$ cat src/rtl/hazard_flush_ctrl_pkg.sv
// Shared definitions for the ID/EX flush and stall controller.
package hazard_flush_ctrl_pkg;

  // Control bundle width and field positions (MSB first).
  localparam int unsigned CTRL_W     = 10;
  localparam int unsigned ALUSRC     = 9;
  localparam int unsigned ALUFUNC_HI = 8;
  localparam int unsigned ALUFUNC_LO = 5;
  localparam int unsigned REGDEST    = 4;
  localparam int unsigned READDMEM   = 3;
  localparam int unsigned WRITEDMEM  = 2;
  localparam int unsigned REGWRITE   = 1;
  localparam int unsigned MEMTOREG   = 0;

  // A bubble: every control bit cleared, so EX does nothing observable.
  localparam logic [CTRL_W-1:0] NOP_CTRL = '0;

  typedef enum logic {
    IDLE,
    FLUSH
  } state_e;

endpackage

$ cat src/rtl/sat_counter.sv
// Saturating up-counter: holds at all-ones instead of wrapping.
module sat_counter #(
  parameter int unsigned W = 16
) (
  input  logic         clk,
  input  logic         rst,
  input  logic         inc,
  output logic [W-1:0] count
);

  // Count events, sticking at the maximum value.
  always_ff @(posedge clk) begin
    if (rst) begin
      count <= '0;
    end else if (inc && (count != '1)) begin
      count <= count + W'(1);
    end
  end

endmodule

$ cat src/rtl/hazard_flush_ctrl.sv
// ID/EX control register with branch-flush and load-use bubble insertion.
module hazard_flush_ctrl #(
  parameter int unsigned CTRL_W       = hazard_flush_ctrl_pkg::CTRL_W,
  parameter int unsigned REG_AW       = 5,
  parameter int unsigned FLUSH_CYCLES = 2,
  parameter int unsigned CNT_W        = 16
) (
  input  logic              clk,
  input  logic              rst,
  input  logic [CTRL_W-1:0] id_ctrl,
  input  logic [REG_AW-1:0] id_rs,
  input  logic [REG_AW-1:0] id_rt,
  input  logic              id_uses_rt,
  input  logic              ex_readdmem,
  input  logic [REG_AW-1:0] ex_rd,
  input  logic              branch_taken,
  output logic [CTRL_W-1:0] ex_ctrl,
  output logic              pc_write,
  output logic              ifid_write,
  output logic              ifid_flush,
  output logic              flush_active,
  output logic [CNT_W-1:0]  stall_events,
  output logic [CNT_W-1:0]  flush_events
);

  import hazard_flush_ctrl_pkg::*;

  // The branch cycle itself is the first bubble, so the counter covers the rest.
  localparam logic [3:0] Reload = 4'(FLUSH_CYCLES - 1);

  state_e     state_q, state_d;
  logic [3:0] cnt_q, cnt_d;
  logic       load_use;
  logic       in_flush;
  logic       bubble;
  logic       stall_inc;

  // Hazard detection and the combinational pipeline strobes.
  always_comb begin
    in_flush   = (state_q == FLUSH);
    load_use   = ex_readdmem && (ex_rd != '0) &&
                 ((ex_rd == id_rs) || (id_uses_rt && (ex_rd == id_rt)));
    bubble     = branch_taken || in_flush || load_use;
    // A redirect must never be frozen by a stall.
    pc_write   = !load_use || branch_taken || in_flush;
    ifid_write = pc_write;
    ifid_flush = branch_taken || in_flush;
    stall_inc  = load_use && !branch_taken && !in_flush;
  end

  // Next-state and bubble down-counter.
  always_comb begin
    state_d = state_q;
    cnt_d   = cnt_q;
    unique case (state_q)
      IDLE: begin
        if (branch_taken && (FLUSH_CYCLES > 1)) begin
          state_d = FLUSH;
          cnt_d   = Reload;
        end
      end
      FLUSH: begin
        if (branch_taken) begin
          cnt_d = Reload;
        end else if (cnt_q == 4'd1) begin
          state_d = IDLE;
          cnt_d   = 4'd0;
        end else begin
          cnt_d = cnt_q - 4'd1;
        end
      end
      default: begin
        state_d = IDLE;
        cnt_d   = 4'd0;
      end
    endcase
  end

  // State, counter, registered flush flag and the ID/EX control register.
  always_ff @(posedge clk) begin
    if (rst) begin
      state_q      <= IDLE;
      cnt_q        <= 4'd0;
      flush_active <= 1'b0;
      ex_ctrl      <= CTRL_W'(NOP_CTRL);
    end else begin
      state_q      <= state_d;
      cnt_q        <= cnt_d;
      flush_active <= (state_d == FLUSH);
      ex_ctrl      <= bubble ? CTRL_W'(NOP_CTRL) : id_ctrl;
    end
  end

  sat_counter #(
    .W(CNT_W)
  ) u_stall_cnt (
    .clk  (clk),
    .rst  (rst),
    .inc  (stall_inc),
    .count(stall_events)
  );

  sat_counter #(
    .W(CNT_W)
  ) u_flush_cnt (
    .clk  (clk),
    .rst  (rst),
    .inc  (branch_taken),
    .count(flush_events)
  );

endmodule

$ cat config.mk
export PLATFORM = sky130hd
export DESIGN_NAME = hazard_flush_ctrl
export DESIGN_NICKNAME = d
export VERILOG_FILES = /design/src/rtl/hazard_flush_ctrl_pkg.sv /design/src/rtl/sat_counter.sv /design/src/rtl/hazard_flush_ctrl.sv
export SDC_FILE = /design/constraint.sdc
export NUM_CORES = 1
export LEC_CHECK = 0
export ABC_AREA = 1
export BUFFER_PORTS_ARGS = -buffer_cell sky130_fd_sc_hd__buf_2
export CAP_MARGIN = 20
export CELL_PAD_IN_SITES_DETAIL_PLACEMENT = 0
export CELL_PAD_IN_SITES_GLOBAL_PLACEMENT = 1
export CORE_MARGIN = 1.5
export CORE_UTILIZATION = 39
export CTS_CLUSTER_SIZE = 16
export DETAILED_ROUTE_END_ITERATION = 8
export GPL_TIMING_DRIVEN = 0
export PLACE_DENSITY_LB_ADDON = 0.3
export SETUP_SLACK_MARGIN = 0.4
export SYNTH_ARGS = -nofsm -noshare
export SYNTH_HDL_FRONTEND = slang
export SYNTH_SLANG_ARGS = --single-unit
$ cat constraint.sdc
create_clock -name clk -period 2.9 [get_ports clk]
set_input_delay 0.145 -clock clk [delete_from_list [all_inputs] [get_ports clk]]
set_output_delay 0.145 -clock clk [all_outputs]
set_load 0.02 [all_outputs]
==> results.cfg <==
[global_route]
grt_usage_pct = 17.2
first_global_vias = 2274
grt_antenna_before_repair = 0
grt_pass1_wl_um = 10200
overflow = 0
grt_max_degree = 17

[synth]
syn_avg_cell_area_um2 = 6.97
synth_cells = 374
synth-edff-count = 0
yosysSeqAreaShare_pct = 36.1
ys_top_cells_by_area = dfxtp_1 36%, nand2_1 14%, inv_1 6.8%, nor2_1 5.9%, xnor2_1 4.4%
yosysTopAreaCell = dfxtp_1
async_reset_ff_share_pct = 0
yosysUniqueCellTypes = 31
synth_nets = 408
netlist.area_leader.share_pct = 36.1
synth-seq-cells = 47
ys_warn_count = 0
ys.flop_type = dfxtp_1
synth_area_um2 = 2600

[timing]
hold_violations = 0
fmax_ghz = 0.536
rsz0062_at_grt = false
fin_worst_skew_ns = 0.00451
maxSlewViolCount = 0
slew_headroom_pct = 52.0
period_share_pct = 64.3
tns_ns = 0
setup_violations = 0
tightest_slew_ns = 0.720
period_needed_ns = 1.86

[clock_network]
cts_root_buf = clkbuf_8
cts_tree = built
cts_hold_buf = 0
cts_made_buffers = 5
cts_max_path_buffers = 2
cts.reportedPaths.clkPinSlew_ns = 0.09
htree_levels = 2
cts_resized = 0
clkSinkCount = 47
clock_latency_ns = 0.31
post-cts-setup-buffer-count = 0

[setup_path]
arrival_ns = 2.03
path_max_fanout = 10
worst-setup-path-type = flop to flop
max_stage_delay_ns = 0.42
end_kind = flop
crit_path_cell_trace = ha_1, nand2_1, inv_1, nand3_1, nor2_2, nand3_1, nand2_2, inv_2, buf_2, nand2_1, a21oi_1
path_buf_inv = 3
r2r_cells = 11
slowest_stage = dfxtp_1
worst-path-stages = 11
required_ns = 3.07
critical-path-top-delay-family = simple AND/OR/NAND/NOR gates
startpoint_type = flop

[die]
pin_count = 76
core_area_um2 = 6390
rows = 29
die_h_um = 84.7
start_util_pct = 40.8
die_area_um2 = 7180
fp.dieW_um = 84.7

[layout]
drive_gt1_share_pct = 27.4
fin_nets = 490
nFillCells = 698
stdcell_count = 534
layout_commonest_cell = nand2_1
antenna_cells = 0
syn_to_final_growth_pct = 22.6
layout_common_cells = 98 x nand2_1, 76 x buf_2, 47 x inv_1, 47 x dfxtp_1, 41 x nor2_1

[run]
maxCapViolCount = 0

[detailed_routing]
vias = 2461
dr.pass1.iters = 4
drc = 0
wl_um = 5800
initialDrtViolationCount = 62
wl_per_cell_um = 10.9
viasPerCell = 4.61
antenna_left = 0

[place]
place_hpwl_um = 4450
port_buffers = 75
gp_routability_congestion = 0.815
dp.cells = 526

[power_and_ir_drop]
p_per_area_nw_per_um2 = 409
ir_drop_uv = 252
power.leakage_nw = 1.48

[worst_hold_path]
hold_path_depth = 3
hold_path_class = input port to flop

[outcome]
status = finished, final reports clean
-- metal layers --
layer	routed length (um)	vias up	GRT usage, %
li1	-	1331	-
met1	2800	1055	22.2
met2	2600	68	28.5
met3	326	7	3.93
met4	73	0	5.57
met5	0	-	0
-- report_power, final --
| part | internal [mW] | leakage, nW | switching, mW |
|---|---|---|---|
| Clock | 0.262 | 0.0587 | 0.248 |
| Sequential | 0.658 | 0.381 | 0.00695 |
| Combinational | 0.0490 | 1.04 | 0.0846 |
-- registers in the layout, indices dropped and copies added (netlist names) --
register,flops
in_flush,1
ex_ctrl,10
cnt_q,4
u_flush_cnt.count,16
u_stall_cnt.count,16
-- logic make-up (layout without fill, tap and decap cells) --
| kind of cell | count (synthesis) | in the layout | synth area share, % |
|---|---|---|---|
| AO/OA/AOI/OAI | 42 | 42 | 10.1 |
| XOR/XNOR | 23 | 23 | 7.73 |
| adder cells (fa/ha/maj) | 4 | 4 | 1.92 |
| buffers and inverters | 61 | 144 | 9.99 |
| flip-flops | 47 | 47 | 36.1 |
| AND/OR/NAND/NOR | 197 | 197 | 34.2 |
-- synth_stat cells, types with 2 or more instances --
master	n
nand3_1	21
nor2_4	3
clkbuf_1	3
ha_1	4
o32ai_1	2
inv_2	6
inv_1	47
xor2_1	10
nor2_2	2
nand2_2	13
o21ai_0	7
xnor2_1	13
a21oi_1	20
buf_4	2
nor3_1	8
nor2_1	41
dfxtp_1	47
nand4_1	5
nand2_1	98
a21oi_2	10
buf_8	2
-- worst register-to-register path: cells and delay by family, from the launching register on --
kind            cells  cell delay [ns]
fa+ha+maj           1             0.22
buf+inv             3             0.33
flops               1             0.42
compound gates      1             0.05
simple gates        6             0.71
-- path summary, 6_finish.rpt --
kind	start	slack, ns	to
worst max-delay path	u_flush_cnt.count[0]	1.04	u_flush_cnt.count[13]
worst min-delay path	id_ctrl[6]	0.04	ex_ctrl[6]
worst max register to register	u_flush_cnt.count[0]	1.04	u_flush_cnt.count[13]
worst min register to register	u_stall_cnt.count[15]	0.49	u_stall_cnt.count[15]
-- area by class of cell --
cell class	instances	area, um2	share of cell area, %
buffer	8	61.3	1.92
tap	77	96.3	3.02
timing repair buffer	75	375	11.8
sequential	47	941	29.5
clock inverter	3	47.5	1.49
clock buffer	5	68.8	2.16
inverter	53	199	6.23
multi-input combinational	266	1400	44.0
-- through the flow --
step                      hold slack, ns  area, um2  setup slack (ns)  power (mW)  util [%]
after floorplan                    0.257       2610              1.14       0.763         -
after global placement             0.359       3080              1.04       0.813      48.2
after detailed placement           0.364       3080              1.06       0.815      48.2
after CTS                         0.0261       3190              1.04        1.33      50.0
after global routing              0.0325       3190             0.857        1.36      50.0
final                             0.0389       3190              1.04        1.31      50.0
Power figures use the tool's default switching activity.
